$ cat config.mk
export PLATFORM = sky130hd
export DESIGN_NAME = seg7_display_ctrl_flat
export DESIGN_NICKNAME = d
export VERILOG_FILES = /design/src/rtl/seg7_display_ctrl_pkg.sv /design/src/rtl/seg7_display_ctrl_if.sv /design/src/rtl/seg7_display_ctrl_decoder.sv /design/src/rtl/seg7_display_ctrl.sv /design/src/flat_wrapper.sv
export SDC_FILE = /design/constraint.sdc
export NUM_CORES = 1
export LEC_CHECK = 0
export ABC_AREA = 1
export CORE_MARGIN = 1.5
export CORE_UTILIZATION = 59
export DETAILED_ROUTE_END_ITERATION = 10
export PLACE_DENSITY_LB_ADDON = 0.12
export SLEW_MARGIN = 20
export SYNTH_ARGS = -nofsm -noshare
export SYNTH_HDL_FRONTEND = slang
export SYNTH_SLANG_ARGS = --single-unit
$ cat constraint.sdc
create_clock -name clk_clk -period 5.4 [get_ports clk_clk]
set_input_delay 1.08 -clock clk_clk [delete_from_list [all_inputs] [get_ports clk_clk]]
set_output_delay 1.08 -clock clk_clk [all_outputs]
set_load 0.05 [all_outputs]
$ cat src/rtl/seg7_display_ctrl_pkg.sv
// rtl/seg7_display_ctrl_pkg.sv - shared types and segment constants for seg7_display_ctrl
package seg7_pkg;

    typedef enum logic [1:0] {
        S_IDLE   = 2'd0,
        S_CONV   = 2'd1,
        S_UPDATE = 2'd2
    } state_e;

    localparam int MAX_DIGITS = 8;

    // Segment order g..a, active-high
    localparam logic [6:0] SEG_BLANK = 7'h00;
    localparam logic [6:0] SEG_DASH  = 7'h40;

    localparam logic [6:0] HEX_SEG [16] = '{
        7'h3F, 7'h06, 7'h5B, 7'h4F, 7'h66, 7'h6D, 7'h7D, 7'h07,
        7'h7F, 7'h6F, 7'h77, 7'h7C, 7'h39, 7'h5E, 7'h79, 7'h71
    };

endpackage

$ cat src/rtl/seg7_display_ctrl_if.sv
// rtl/seg7_display_ctrl_if.sv - load handshake and display outputs of seg7_display_ctrl
interface seg7_display_ctrl_if #(
    parameter int NUM_DIGITS = 5,
    parameter int DATA_W     = 16
);
    logic                    load;
    logic [DATA_W-1:0]       value;
    logic                    mode;
    logic                    blank_lz;
    logic [NUM_DIGITS-1:0]   blink_mask;
    logic                    busy;
    logic                    done;
    logic                    overflow;
    logic [7*NUM_DIGITS-1:0] seg_out;

    modport master (
        output load, value, mode, blank_lz, blink_mask,
        input  busy, done, overflow, seg_out
    );

    modport slave (
        input  load, value, mode, blank_lz, blink_mask,
        output busy, done, overflow, seg_out
    );
endinterface

$ cat src/rtl/seg7_display_ctrl_decoder.sv
// rtl/seg7_display_ctrl_decoder.sv - 4-bit digit to active-high seven-segment pattern
module seg7_decoder
    import seg7_pkg::*;
(
    input  logic [3:0] digit_i,
    output logic [6:0] seg_o
);
    assign seg_o = HEX_SEG[digit_i];
endmodule

$ cat src/rtl/seg7_display_ctrl.sv
// rtl/seg7_display_ctrl.sv - multi-digit seven-segment controller with double-dabble and blink
module seg7_display_ctrl
    import seg7_pkg::*;
#(
    parameter int NUM_DIGITS     = 5,
    parameter int DATA_W         = 16,
    parameter int BLINK_DIV      = 25000000,
    parameter bit SEG_ACTIVE_LOW = 1'b1
) (
    input  logic              clk_clk,
    input  logic              reset_reset_n,
    seg7_display_ctrl_if.slave bus
);
    localparam int BCD_W  = 4 * NUM_DIGITS;
    localparam int SEG_W  = 7 * NUM_DIGITS;
    localparam int EXT_W  = (DATA_W > BCD_W) ? DATA_W : BCD_W;
    localparam int ITER_W = $clog2(DATA_W + 1);
    localparam int BCNT_W = $clog2(BLINK_DIV);

    state_e              state_q, state_d;
    logic [DATA_W-1:0]   bin_q, bin_d;
    logic [BCD_W-1:0]    bcd_q, bcd_d, bcd_adj;
    logic                ovf_sticky_q, ovf_sticky_d;
    logic [ITER_W-1:0]   iter_q, iter_d;
    logic                mode_q, mode_d, blank_q, blank_d;
    logic [SEG_W-1:0]    disp_q, disp_d, disp_new, seg_q, seg_d;
    logic                ovf_q, ovf_d, done_q, done_d;
    logic [BCNT_W-1:0]   blink_cnt_q, blink_cnt_d;
    logic                phase_q, phase_d;
    logic [EXT_W-1:0]    ext;
    logic                ovf_new, lead_zero;
    logic [NUM_DIGITS-1:0][3:0] digit_sel;
    logic [NUM_DIGITS-1:0][6:0] dec_seg;

    // Hex mode keeps the captured value unshifted in bin_q
    assign ext     = EXT_W'(bin_q);
    assign ovf_new = mode_q ? ((ext >> BCD_W) != '0) : ovf_sticky_q;

    always_comb begin
        bcd_adj = bcd_q;
        for (int i = 0; i < NUM_DIGITS; i++) begin
            digit_sel[i] = mode_q ? ext[4*i +: 4] : bcd_q[4*i +: 4];
            if (bcd_q[4*i +: 4] >= 4'd5) bcd_adj[4*i +: 4] = bcd_q[4*i +: 4] + 4'd3;
        end
    end

    for (genvar g = 0; g < NUM_DIGITS; g++) begin : g_dec
        seg7_decoder u_dec (.digit_i(digit_sel[g]), .seg_o(dec_seg[g]));
    end

    always_comb begin
        disp_new  = '0;
        lead_zero = blank_q;
        for (int i = NUM_DIGITS - 1; i >= 0; i--) begin
            lead_zero = lead_zero && (digit_sel[i] == 4'd0) && (i != 0);
            if (ovf_new)        disp_new[7*i +: 7] = SEG_DASH;
            else if (lead_zero) disp_new[7*i +: 7] = SEG_BLANK;
            else                disp_new[7*i +: 7] = dec_seg[i];
        end
    end

    always_comb begin
        state_d      = state_q;
        bin_d        = bin_q;
        bcd_d        = bcd_q;
        ovf_sticky_d = ovf_sticky_q;
        iter_d       = iter_q;
        mode_d       = mode_q;
        blank_d      = blank_q;
        disp_d       = disp_q;
        ovf_d        = ovf_q;
        done_d       = 1'b0;
        case (state_q)
            S_IDLE: begin
                if (bus.load) begin
                    bin_d        = bus.value;
                    mode_d       = bus.mode;
                    blank_d      = bus.blank_lz;
                    bcd_d        = '0;
                    ovf_sticky_d = 1'b0;
                    iter_d       = ITER_W'(DATA_W);
                    state_d      = bus.mode ? S_UPDATE : S_CONV;
                end
            end
            S_CONV: begin
                bcd_d        = {bcd_adj[BCD_W-2:0], bin_q[DATA_W-1]};
                bin_d        = bin_q << 1;
                ovf_sticky_d = ovf_sticky_q | bcd_adj[BCD_W-1];
                iter_d       = iter_q - ITER_W'(1);
                if (iter_q == ITER_W'(1)) state_d = S_UPDATE;
            end
            S_UPDATE: begin
                disp_d  = disp_new;
                ovf_d   = ovf_new;
                done_d  = 1'b1;
                state_d = S_IDLE;
            end
            default: state_d = S_IDLE;
        endcase
    end

    // Blink uses disp_d so a fresh value and its blink state land together
    always_comb begin
        blink_cnt_d = blink_cnt_q + BCNT_W'(1);
        phase_d     = phase_q;
        if (blink_cnt_q == BCNT_W'(BLINK_DIV - 1)) begin
            blink_cnt_d = '0;
            phase_d     = ~phase_q;
        end
        seg_d = disp_d;
        for (int i = 0; i < NUM_DIGITS; i++)
            if (phase_q && bus.blink_mask[i]) seg_d[7*i +: 7] = SEG_BLANK;
    end

    always_ff @(posedge clk_clk) begin
        if (!reset_reset_n) begin
            state_q      <= S_IDLE;
            bin_q        <= '0;
            bcd_q        <= '0;
            ovf_sticky_q <= 1'b0;
            iter_q       <= '0;
            mode_q       <= 1'b0;
            blank_q      <= 1'b0;
            disp_q       <= '0;
            seg_q        <= '0;
            ovf_q        <= 1'b0;
            done_q       <= 1'b0;
            blink_cnt_q  <= '0;
            phase_q      <= 1'b0;
        end else begin
            state_q      <= state_d;
            bin_q        <= bin_d;
            bcd_q        <= bcd_d;
            ovf_sticky_q <= ovf_sticky_d;
            iter_q       <= iter_d;
            mode_q       <= mode_d;
            blank_q      <= blank_d;
            disp_q       <= disp_d;
            seg_q        <= seg_d;
            ovf_q        <= ovf_d;
            done_q       <= done_d;
            blink_cnt_q  <= blink_cnt_d;
            phase_q      <= phase_d;
        end
    end

    assign bus.busy     = (state_q != S_IDLE);
    assign bus.done     = done_q;
    assign bus.overflow = ovf_q;
    assign bus.seg_out  = SEG_ACTIVE_LOW ? ~seg_q : seg_q;
endmodule

$ cat src/flat_wrapper.sv
// flat-port wrapper written by rule: the top's interface ports become plain ports
module seg7_display_ctrl_flat import seg7_pkg::*;
#(
    parameter int NUM_DIGITS     = 5,
    parameter int DATA_W         = 16,
    parameter int BLINK_DIV      = 25000000,
    parameter bit SEG_ACTIVE_LOW = 1'b1
)
  (clk_clk, reset_reset_n, bus_load, bus_value, bus_mode, bus_blank_lz, bus_blink_mask, bus_busy, bus_done, bus_overflow, bus_seg_out);
  seg7_display_ctrl_if #(.NUM_DIGITS(NUM_DIGITS), .DATA_W(DATA_W)) bus_i ();
  input  logic clk_clk;
  input  logic reset_reset_n;
  input wire logic [$bits(bus_i.load)-1:0] bus_load;
  input wire logic [$bits(bus_i.value)-1:0] bus_value;
  input wire logic [$bits(bus_i.mode)-1:0] bus_mode;
  input wire logic [$bits(bus_i.blank_lz)-1:0] bus_blank_lz;
  input wire logic [$bits(bus_i.blink_mask)-1:0] bus_blink_mask;
  output wire logic [$bits(bus_i.busy)-1:0] bus_busy;
  output wire logic [$bits(bus_i.done)-1:0] bus_done;
  output wire logic [$bits(bus_i.overflow)-1:0] bus_overflow;
  output wire logic [$bits(bus_i.seg_out)-1:0] bus_seg_out;
  assign bus_i.load = bus_load;
  assign bus_i.value = bus_value;
  assign bus_i.mode = bus_mode;
  assign bus_i.blank_lz = bus_blank_lz;
  assign bus_i.blink_mask = bus_blink_mask;
  assign bus_busy = bus_i.busy;
  assign bus_done = bus_i.done;
  assign bus_overflow = bus_i.overflow;
  assign bus_seg_out = bus_i.seg_out;
  seg7_display_ctrl #(.NUM_DIGITS(NUM_DIGITS), .DATA_W(DATA_W), .BLINK_DIV(BLINK_DIV), .SEG_ACTIVE_LOW(SEG_ACTIVE_LOW)) u_core (.clk_clk(clk_clk), .reset_reset_n(reset_reset_n), .bus(bus_i));
endmodule
After elaboration in Yosys (flattened, before gate mapping)
Memories as Yosys holds them, arrays and structs flattened.
Cells that the tools add are included.
{ "totals": {"reg_bits": 144, "mem_bits_ro": 560, "output_inout_bits": 38, "memories": 5} }
{ "op_classes": {"addsub": 7, "order_cmp": 10, "eq_ne": 6, "n_mux": 44, "n_bitwise": 9, "n_reduce_logical": 25} }
{ "memory_table": {"columns": ["name", "words", "width", "read_ports", "rd_clocked_by_memory_dff", "write_ports", "line", "text"], "rows": [
  ["(name not given)", 16, 7, 1, 0, 0, "seg7_display_ctrl_decoder.sv:8", "assign seg_o = HEX_SEG[digit_i];"],
  ["(name not given)", 16, 7, 1, 0, 0, "seg7_display_ctrl_decoder.sv:8", null],
  ["(name not given)", 16, 7, 1, 0, 0, "seg7_display_ctrl_decoder.sv:8", null],
  ["(name not given)", 16, 7, 1, 0, 0, "seg7_display_ctrl_decoder.sv:8", null],
  ["(name not given)", 16, 7, 1, 0, 0, "seg7_display_ctrl_decoder.sv:8", null]
]} }
{ "ops": {"columns": ["cell", "n"], "rows": [
  ["$mux W7", 19],
  ["$mux W4", 10],
  ["$pmux W20 S2", 1],
  ["$mux W35", 1],
  ["$not A35 Y35", 1],
  ["$pmux W16 S2", 1],
  ["$add A25 B1 Y25 const B", 1],
  ["$eq A25 B25 Y1 const B", 1],
  ["$ge A5 B5 Y1 const B", 5],
  ["$not A4 Y5", 5],
  ["$add A4 B2 Y4 const B", 5],
  ["$ge A4 B3 Y1 const B", 5],
  ["$mux W20", 1],
  ["$logic_not A4 Y1", 4],
  ["$mux W16", 1],
  ["$reduce_or A2 Y1", 6],
  ["$pmux W5 S2", 1],
  ["$logic_and A1 B1 Y1", 9],
  ["$mux W2", 3],
  ["$reduce_and A2 Y1", 3],
  ["$eq A5 B1 Y1 const B", 1],
  ["$mux W5", 1],
  ["$sub A5 B1 Y5 const B", 1],
  ["$pmux W2 S2", 1],
  ["10 further kinds", 14]
]} }

Logic depth before layout (Yosys ltp)
Gate-level depths: netlist of run 1.
{ "depth": {"depth_word": 9, "ltp_mapped": 15, "ltp_nobuf": 13} }

Hierarchy
From an unflattened synthesis of run 1, not the netlist that was laid out.
{ "unflattened": {"cells_unflattened": 1142, "hier_area_um2": 7865.0} }
{ "by_module_without_submodules": {"columns": ["mod", "instances", "cells_each", "area_each_um2", "seq_area_each_um2"], "rows": [
  ["seg7_display_ctrl", 1, 882, 6513.7, 2882.8],
  ["seg7_decoder", 5, 52, 270.3, 0.0]
]} }

Worst setup path after synthesis of run 1
No wires, ideal clock.
{ "synth_timing": {"path_type": "input port to flip-flop", "start": "in reset_reset_n", "end": "reg u_core.bcd_q[12]", "setup_ns": 0.128, "arrival_ns": 1.914, "required_ns": 5.272, "slack_ns": 3.358, "stages": 5, "n_path_buf": 3, "path_cell_list": "clkbuf_1 -> inv_1 -> clkbuf_1 -> clkbuf_1 -> nor2_1"} }
{ "synth_lines": {"columns": ["element", "line", "text"], "rows": [
  ["start: declaration", "flat_wrapper.sv:12", "input logic reset_reset_n;"],
  ["end signal: assignment", "seg7_display_ctrl.sv:119", "bcd_q <= '0;"],
  ["end signal: assignment", "seg7_display_ctrl.sv:133", "bcd_q <= bcd_d;"],
  ["end: declaration", "seg7_display_ctrl.sv:22", "logic [BCD_W-1:0] bcd_q, bcd_d, bcd_adj;"]
]} }
No word-level cell between the ends.

Worst setup path after layout of run 1
{ "layout_timing": {"start": "reg u_core.state_q[0]", "end": "out bus_busy"} }
{ "layout_via": {"elab_chain_len": 1} }
{ "layout_lines": {"columns": ["element", "line", "text"], "rows": [
  ["start: declaration", "seg7_display_ctrl.sv:20", "state_e state_q, state_d;"],
  ["start signal: assignment", "seg7_display_ctrl.sv:131", "state_q <= state_d;"],
  ["$reduce_bool A2 Y1", "seg7_display_ctrl.sv:147", "assign bus.busy = (state_q != S_IDLE);"],
  ["end: declaration", "flat_wrapper.sv:18", "output wire logic [$bits(bus_i.busy)-1:0] bus_busy;"]
]} }
No other way between the ends.

==> results of run 1 <==
[final timing paths]
path | from | end | slack (ps) | cells past startpoint
min reg2reg | u_core.iter_q[2] | u_core.iter_q[2] | 450 | 1
min | u_core.iter_q[2] | u_core.iter_q[2] | 450 | 1
max | u_core.state_q[0] | bus_busy | 2440 | 3
max reg2reg | u_core.mode_q | u_core.seg_q[17] | 2740 | 12
[cells in the final DEF, fill, tap and decap left out, types with 4 or more instances in the layout]
cell	count
nand3_1	83
a31oi_1	18
clkbuf_16	17
dfxtp_1	144
nand2_1	261
o21ai_1	8
nor3b_1	6
nand2_4	4
nand4_1	7
xor2_1	5
nor3_1	17
inv_2	7
buf_4	4
ha_1	43
nand2_2	6
nor2_2	4
clkbuf_8	5
nor2_1	92
clkdlybuf4s50_1	63
inv_1	147
o21ai_0	50
clkbuf_1	5
or2_2	5
a21oi_1	109
o21ai_4	6
[worst max-delay path, delay by kind of cell, from the launching register on]
| family | cells | cell delay, ps |
|---|---|---|
| buffers and inverters | 2 | 850 |
| flip-flops | 1 | 530 |
| AND/OR/NAND/NOR | 1 | 70 |
[Yosys cell counts (all sizes together)]
library cell,number
a211oi,2
a21oi,109
a22oi,3
a31o,1
a31oi,18
a41oi,1
and2,1
buf,18
clkbuf,13
dfxtp,144
ha,43
inv,156
nand2,271
nand3,85
nand3b,3
nand4,7
nor2,101
nor3,17
nor3b,6
o211ai,4
o21a,1
o21ai,67
or2,6
or3,1
xnor2,2
xor2,5
[where the power goes]
group / total, uW / internal, uW / switching, uW
Clock: 1160 / 740 / 424
Sequential: 1150 / 1120 / 27.7
Combinational: 417 / 134 / 283
Total: 2730 / 1990 / 735
[per-stage QoR]
step / std cells / area [um^2] / setup WS, ps / hold slack [ps]
after CTS: 1325 / 8909 / 2446 / 454.5
final: 1325 / 8911 / 2441 / 452.6
after detailed placement: 1293 / 8320 / 2194 / 442.2
after floorplan: 1085 / 7646 / 3358 / 412.4
after global routing: 1325 / 8911 / 2384 / 468.6
after global placement: 1293 / 8320 / 2176 / 427.7
[sequential cells by signal, indices dropped and copies added, names as in the netlist]
register	flops
u_core.ovf_sticky_q	1
u_core.bcd_q	20
u_core.blank_q	1
u_core.bus.done	1
u_core.disp_q	35
u_core.iter_q	5
u_core.state_q	2
u_core.bus.overflow	1
u_core.bin_q	16
u_core.mode_q	1
u_core.phase_q	1
u_core.seg_q	35
u_core.blink_cnt_q	25
[routing by layer]
layer / vias up / track usage / wire length [um]
met4: 0 / 0.09639 / 321
met5: - / 0 / 0
met1: 3142 / 0.3605 / 8392
met3: 28 / 0.05613 / 925
li1: 3603 / - / -
met2: 220 / 0.4312 / 7906
[cells by family (layout without fill, tap and decap cells)]
group | Yosys count | in the layout | synth area share
XOR/XNOR | 7 | 7 | 0.008018
adder cells (fa/ha/maj) | 43 | 43 | 0.07037
AND/OR/NAND/NOR | 498 | 498 | 0.2880
buffers and inverters | 187 | 255 | 0.1036
AO/OA/AOI/OAI | 206 | 206 | 0.1530
flip-flops | 144 | 144 | 0.3770
[layout make-up]
| cell class | instances | area, um^2 | share of cell area |
|---|---|---|---|
| Multi-Input combinational cell | 754 | 3974 | 0.4459 |
| Clock inverter | 5 | 75.07 | 0.008425 |
| Sequential cell | 144 | 2883 | 0.3235 |
| Tap cell | 172 | 215.2 | 0.02415 |
| Inverter | 156 | 590.6 | 0.06627 |
| Timing Repair Buffer | 67 | 660.6 | 0.07414 |
| Clock buffer | 27 | 513.0 | 0.05757 |
==> reports/results.ini, run 1 <==
[run_status]
status=finished, final reports clean

[detailed_routing]
drc=0
wirelength_um=17550
drtAntennaViolNets=0
drt-pass1-iter-count=5
viasPerCell=5.278
wl_per_cell_um=13.24
vias=6993
drtIter0Drc=487

[logic_synthesis]
synth_top_cell_by_area=dfxtp_1
synth_nets=1154
yosysSeqAreaShare=0.3770
ys_ff_latch=144
syn_inst=1085
ys_warn_count=0
syn_area_per_cell_um2=7.047
synth_cell_types=43
synth.top_cell.area_share=0.3770
synth.area.top_cells=dfxtp_1, nand2_1, inv_1, a21oi_1, ha_1
syn_area_um2=7646

[layout]
fin_util=0.7061
num_antenna_cells=0
layout-drive-gt1-share=0.06678
fillers=1089
fin_nets=1209
area_delta_synth_final_pct=16.54

[floorplan]
die_w_um=116.8
core.rowCount=41
dieArea_um2=13650
die_h_um=116.8
start_util=0.6059
num_io_pins=64
design.core.area_um2=12620

[placed_design]
dp_hpwl_um=12040
place.gp.congestion=0.9421
numPortBuffers=63

[clock_network]
cts.path.max_buffers=2
cts_root_buf=clkbuf_16
cts.reportedPaths.clkPinSlew_ps=50
hold_buffers=0
insertion_delay_ps=420
cts_setup_buffers=0
cts_buffers=17
clock-sinks=144
cts_resized=0
h-tree-depth=4
cts_tree=built

[power_and_ir_drop]
power_density_nw_per_um2=306.2
p_leak_uw=0.003478
power_uw=2728
peakVddDrop_mv=0.2024

[sta]
tightest_slew_ps=1007
finalCriticalPeriod_ps=2959
rsz0062_at_grt=no
fin_crit_sh=0.5480
fin_tns_setup_ps=0
drv_slew=0
max_clock_freq_mhz=337.9
skew_ps=12.02
final_hold_viol_count=0
slew_headroom=0.3276
finalSetupViolCount=0

[global_route]
overflow=0
grt_pass1_vias=6265
grt_max_degree=42
grt_pass1_wl_um=29010
grt_usage=0.2687
antenna_found_initial=0

[worst_setup_path]
crit_arrival_ps=1880
crit_chain=nor2_1 -> inv_1 -> clkdlybuf4s50_1
worst-path-max-fanout=5
crit_path_start_kind=register
worstPathRequired_ps=4320
critPathMaxStageDelay_ps=790
cp_slowest_cell=clkdlybuf4s50_1
crit_path_end_kind=output port
critPathKind=reg -> out

[worst_hold_path]
hp-class=reg -> reg

[flow_run]
cap_violations=0

Note: power is estimated with default switching activity, not from simulation.
==> run 2: changes to the inputs <==
--- a/config.mk
+++ b/config.mk
@@ -7,7 +7,7 @@
 export LEC_CHECK = 0
 export ABC_AREA = 1
 export CORE_MARGIN = 1.5
-export CORE_UTILIZATION = 59
+export CORE_UTILIZATION = 53
 export DETAILED_ROUTE_END_ITERATION = 10
 export PLACE_DENSITY_LB_ADDON = 0.12
 export SLEW_MARGIN = 20
==> constraint.sdc (replaced) <==
create_clock -name clk_clk -period 2.4 [get_ports clk_clk]
set_input_delay 0.48 -clock clk_clk [delete_from_list [all_inputs] [get_ports clk_clk]]
set_output_delay 0.48 -clock clk_clk [all_outputs]
set_load 0.05 [all_outputs]
==> reports/results.ini, run 2 (synthesized netlist as in run 1, its figures left out) <==
[placed_design]
place.gp.congestion=0.9174  ; was 0.9421
dp_hpwl_um=12070  ; was 12040 um
placed_cells=1309  ; was 1293
numPortBuffers=63  ; unchanged

[worst_setup_path]
critPathKind=reg -> out  ; unchanged
worstPathRequired_ps=1920  ; was 4320 ps
startpoint=u_core.state_q[0]  ; unchanged
crit_path_end_kind=output port  ; unchanged
rr_startpoint=u_core.mode_q  ; unchanged
crit_path_start_kind=register  ; unchanged
reg2reg_slack_ps=300  ; was 2740 ps
ff2ff_path_depth=9  ; was 12
timing.rr.end=u_core.disp_q[9]  ; was u_core.seg_q[17]
crit_arrival_ps=1840  ; was 1880 ps
critPathCapture=bus_busy  ; unchanged
worst-path-max-fanout=5  ; unchanged

[power_and_ir_drop]
p_leak_uw=0.003529  ; was 0.003478 uW
power_density_nw_per_um2=694.6  ; was 306.2 nW/um^2
peakVddDrop_mv=0.5599  ; was 0.2024 mV

[floorplan]
dieArea_um2=15160  ; was 13650 um^2
core.rowCount=43  ; was 41
design.core.area_um2=13990  ; was 12620 um^2
num_io_pins=64  ; unchanged
start_util=0.5466  ; was 0.6059
die_h_um=123.1  ; was 116.8 um
die_w_um=123.1  ; was 116.8 um

[clock_network]
cts_buffers=17  ; unchanged
h-tree-depth=4  ; unchanged
clock-sinks=144  ; unchanged
cts_setup_buffers=0  ; unchanged
insertion_delay_ps=420  ; about the same
hold_buffers=0  ; unchanged
cts_tree=built  ; unchanged
cts_resized=0  ; unchanged
cts.reportedPaths.clkPinSlew_ps=60  ; was 50 ps
cts.path.max_buffers=2  ; unchanged
cts_root_buf=clkbuf_16  ; unchanged

[sta]
slew_headroom=0.5741  ; was 0.3276
tightest_slew_ps=632.2  ; was 1007 ps
skew_ps=9.125  ; was 12.02 ps
max_clock_freq_mhz=431.7
fin_crit_sh=0.9652
finalCriticalPeriod_ps=2317
final_hold_viol_count=0  ; unchanged
drv_slew=0  ; unchanged
rsz0062_at_grt=no  ; unchanged
finalSetupViolCount=0  ; unchanged
fin_tns_setup_ps=0  ; unchanged

[detailed_routing]
vias=6832  ; was 6993
drt-pass1-iter-count=5  ; unchanged
wl_per_cell_um=12.72  ; was 13.24 um
drtIter0Drc=510  ; was 487
drtAntennaViolNets=0  ; unchanged
wirelength_um=17050  ; was 17550 um
viasPerCell=5.095  ; was 5.278
drc=0  ; unchanged

[layout]
reg_top3=u_core.disp_q: 35 flops, u_core.seg_q: 35 flops, u_core.blink_cnt_q: 25 flops  ; unchanged
final_cell_mix=nand2_1, inv_1, dfxtp_1, a21oi_1, nor2_1  ; unchanged
final_common_cell=nand2_1  ; unchanged
instances_no_fill=1341  ; was 1325
layout-drive-gt1-share=0.07407  ; was 0.06678
num_antenna_cells=0  ; unchanged
fin_nets=1217  ; was 1209
area_delta_synth_final_pct=18.16  ; was 16.54%

[worst_hold_path]
whs_path_depth=1  ; unchanged
hp-class=reg -> reg  ; unchanged
min_from=u_core.iter_q[2]  ; unchanged

[global_route]
grt_pass1_vias=6205  ; was 6265
grt_pass1_wl_um=28680  ; was 29010 um
overflow=0  ; unchanged
antenna_found_initial=0  ; unchanged
grt_usage=0.2376  ; was 0.2687
grt_max_degree=58  ; was 42

[run_status]
status=finished, final reports clean  ; unchanged

[flow_run]
cap_violations=0  ; unchanged

-- run 2: cell types whose count changed in the layout (fill, tap and decap cells not counted), sizes merged --
cell	before	now
clkinvlp	0	2
buf	4	12
bufinv	2	3
clkbuf	27	24
-- run 2: worst max-delay path: stages, from the launching register on --
cell and delay [ps]:
dfxtp_1 500, nor2_1 70, inv_1 50, clkdlybuf4s50_1 780
-- run 2: stage by stage --
step | setup slack, ps | power (uW) | utilization | cell area, um^2 | hold WS, ps
2_1_floorplan | 499.1 | 3319 | - | 7646 | 412.4
3_3_place_gp | 392.7 | 3572 | 0.6016 | 8416 | 428.8
3_5_place_dp | 314.8 | 3577 | 0.6016 | 8416 | 430.9
4_1_cts | 69.89 | 6316 | 0.6459 | 9035 | 439.2
5_1_grt | 19.19 | 6523 | 0.6459 | 9035 | 455.2
6_report | 83.45 | 6276 | 0.6459 | 9035 | 439.4
-- run 2: layout make-up --
cell class / instances / area (um^2)
Fill cell: 1310 / 4954
Multi-Input combinational cell: 754 / 3971
Sequential cell: 144 / 2883
Timing Repair Buffer: 75 / 745.7
Inverter: 156 / 590.6
Clock buffer: 24 / 491.7
Tap cell: 180 / 225.2
Clock inverter: 8 / 127.6
-- run 2: per-layer routing --
layer	track usage	wire, um	up-vias
met3	0.05443	757	16
li1	-	-	3615
met5	0	0	-
met1	0.3223	8510	3056
met2	0.3826	7616	145
met4	0.06106	167	0
-- run 2: power by group --
part,switching [uW],total (uW),internal (uW)
clock,1000,2750,1750
combinational,629,948,318
sequential,60.5,2580,2520
-- run 2: worst min path at each step --
stage                                   to
after detailed placement  u_core.iter_q[2]
after floorplan           u_core.iter_q[2]
after global routing      u_core.iter_q[2]
after global placement    u_core.iter_q[2]
after CTS                 u_core.iter_q[2]
final                     u_core.iter_q[2]
==> run 3: changes to the inputs <==
--- a/config.mk
+++ b/config.mk
@@ -6,10 +6,12 @@
 export NUM_CORES = 1
 export LEC_CHECK = 0
 export ABC_AREA = 1
+export ABC_CLOCK_PERIOD_IN_PS = 2400
 export CORE_MARGIN = 1.5
 export CORE_UTILIZATION = 53
 export DETAILED_ROUTE_END_ITERATION = 10
 export PLACE_DENSITY_LB_ADDON = 0.12
+export RECOVER_POWER = 50
 export SLEW_MARGIN = 20
 export SYNTH_ARGS = -nofsm -noshare
 export SYNTH_HDL_FRONTEND = slang
==> reports/results.ini, run 3 (synthesized netlist as in run 1, its figures left out) <==
[run_status]
status=finished, final reports clean  ; unchanged

[floorplan]
design.core.area_um2=13990  ; unchanged
die_w_um=123.1  ; unchanged
die_h_um=123.1  ; unchanged
dieArea_um2=15160  ; unchanged
core.rowCount=43  ; unchanged
start_util=0.5466  ; unchanged
num_io_pins=64  ; unchanged

[global_route]
grt_pass1_wl_um=28680  ; unchanged
overflow=0  ; unchanged
grt_pass1_vias=6205  ; unchanged
antenna_found_initial=0  ; unchanged
grt_usage=0.2376  ; unchanged
grt_max_degree=58  ; unchanged

[sta]
skew_ps=8.744  ; was 9.125 ps
final_hold_viol_count=0  ; unchanged
tightest_slew_ps=1215  ; was 632.2 ps
fin_crit_sh=0.9607  ; was 0.9652
fin_ws_ps=94.33  ; was 83.45 ps
rsz0062_at_grt=no  ; unchanged
fin_tns_setup_ps=0  ; unchanged
slew_headroom=0.1900  ; was 0.5741
finalSetupViolCount=0  ; unchanged
drv_slew=0  ; unchanged
max_clock_freq_mhz=433.7  ; was 431.7 MHz
finalCriticalPeriod_ps=2306  ; was 2317 ps

[layout]
num_antenna_cells=0  ; unchanged
multiInputGateArea_um2=3964  ; was 3971 um^2
fin_util=0.6435  ; was 0.6459
final_cell_mix=nand2_1, inv_1, dfxtp_1, a21oi_1, nor2_1  ; unchanged
reg_top3=u_core.disp_q: 35 flops, u_core.seg_q: 35 flops, u_core.blink_cnt_q: 25 flops  ; unchanged
fin_nets=1217  ; unchanged
final_common_cell=nand2_1  ; unchanged
area_delta_synth_final_pct=17.72  ; was 18.16%
seqCellArea_um2=2883  ; unchanged
fillers=1318  ; was 1310
layout-drive-gt1-share=0.06804  ; was 0.07407

[placed_design]
dp_hpwl_um=12070  ; unchanged
numPortBuffers=63  ; unchanged
place_ws_ps=314.8  ; unchanged
place.gp.congestion=0.9174  ; unchanged

[clock_network]
cts_resized=0  ; unchanged
cts_tree=built  ; unchanged
h-tree-depth=4  ; unchanged
insertion_delay_ps=420  ; about the same
cts.reportedPaths.clkPinSlew_ps=60  ; about the same
cts_setup_buffers=0  ; unchanged
hold_buffers=0  ; unchanged
cts.path.max_buffers=2  ; unchanged
cts_buffers=17  ; unchanged
cts_root_buf=clkbuf_16  ; unchanged
clock-sinks=144  ; unchanged

[detailed_routing]
drtIter0Drc=501  ; was 510
viasPerCell=5.083  ; was 5.095
drc=0  ; unchanged
wirelength_um=17040  ; was 17050 um
vias=6816  ; was 6832
drt-pass1-iter-count=6  ; was 5
wl_per_cell_um=12.71  ; was 12.72 um
drtAntennaViolNets=0  ; unchanged

[power_and_ir_drop]
intPower_uw=4571  ; was 4586 uW
p_sw_uw=1686  ; was 1690 uW
comb_power_share=0.149  ; was 0.151
peakVddDrop_mv=0.5619  ; was 0.5599 mV
power_density_nw_per_um2=695.2  ; was 694.6 nW/um^2
p_seq_frac=0.412  ; was 0.411
p_leak_uw=0.003479  ; was 0.003529 uW
p_sw_frac=0.2695  ; was 0.2693
clockPowerShare=0.439  ; was 0.438
power_uw=6258  ; was 6276 uW

[worst_setup_path]
critPathKind=reg -> out  ; unchanged
crit_path_start_kind=register  ; unchanged
worst-path-max-fanout=5  ; unchanged
crit_path_end_kind=output port  ; unchanged
crit_arrival_ps=1830  ; was 1840 ps
worstPathRequired_ps=1920  ; about the same

[worst_hold_path]
hp-class=reg -> reg  ; unchanged

[flow_run]
cap_violations=0  ; unchanged

[run 3: cell types whose count changed in the layout (fill, tap and decap cells not counted), moves of 2 or more]
cell / change
clkdlybuf4s50_1: -22
dlygate4sd3_1: +22
buf_4: -3
inv_1: +3
inv_2: -3
clkbuf_2: +2
[run 3: area by class of cell]
| cell class | instances | area share |
|---|---|---|
| timing repair buffer | 75 | 0.08021 |
| sequential | 144 | 0.3203 |
| inverter | 156 | 0.06533 |
| clock inverter | 8 | 0.01418 |
| multi-input combinational | 754 | 0.4404 |
| clock buffer | 24 | 0.05463 |
| tap | 180 | 0.02502 |
[run 3: path summary, 6_finish.rpt]
| path | start | to | slack, ps | cells after the start |
|---|---|---|---|---|
| worst max-delay path | u_core.state_q[0] | bus_busy | 90 | 3 |
| worst min-delay path | u_core.iter_q[2] | u_core.iter_q[2] | 440 | 1 |
| worst max register to register | u_core.state_q[0] | u_core.bin_q[6] | 280 | 8 |
| worst min register to register | u_core.iter_q[2] | u_core.iter_q[2] | 440 | 1 |
[run 3: power groups by stage]
stage	Clock (uW)	Sequential, uW	Combinational (uW)
global placement	0	2630	941
finish	2750	2580	930
CTS	2790	2580	951
detailed placement	0	2630	946
floorplan	0	2620	699
global route	2880	2590	1030
[run 3: through the flow]
stage / cells / hold WS, ps / instance area [um^2]
6_report: 1341 / 439.3 / 9001
5_1_grt: 1341 / 455.2 / 9001
2_1_floorplan: 1085 / 412.4 / 7646
3_5_place_dp: 1309 / 430.9 / 8416
3_3_place_gp: 1309 / 428.8 / 8416
4_1_cts: 1341 / 439.2 / 9035
[run 3: per-layer routing]
metal,routed length (um),global-route usage,up-vias
met3,601,0.05443,18
met1,8616,0.3223,3059
met4,167,0.06106,0
met5,0,0,-
met2,7652,0.3826,130
li1,-,-,3609
[run 3: worst max-delay path, cell delays in order (launching register included)]
cell and delay (ps):
dfxtp_1 500, nor2_1 70, inv_1 50, clkdlybuf4s50_1 780
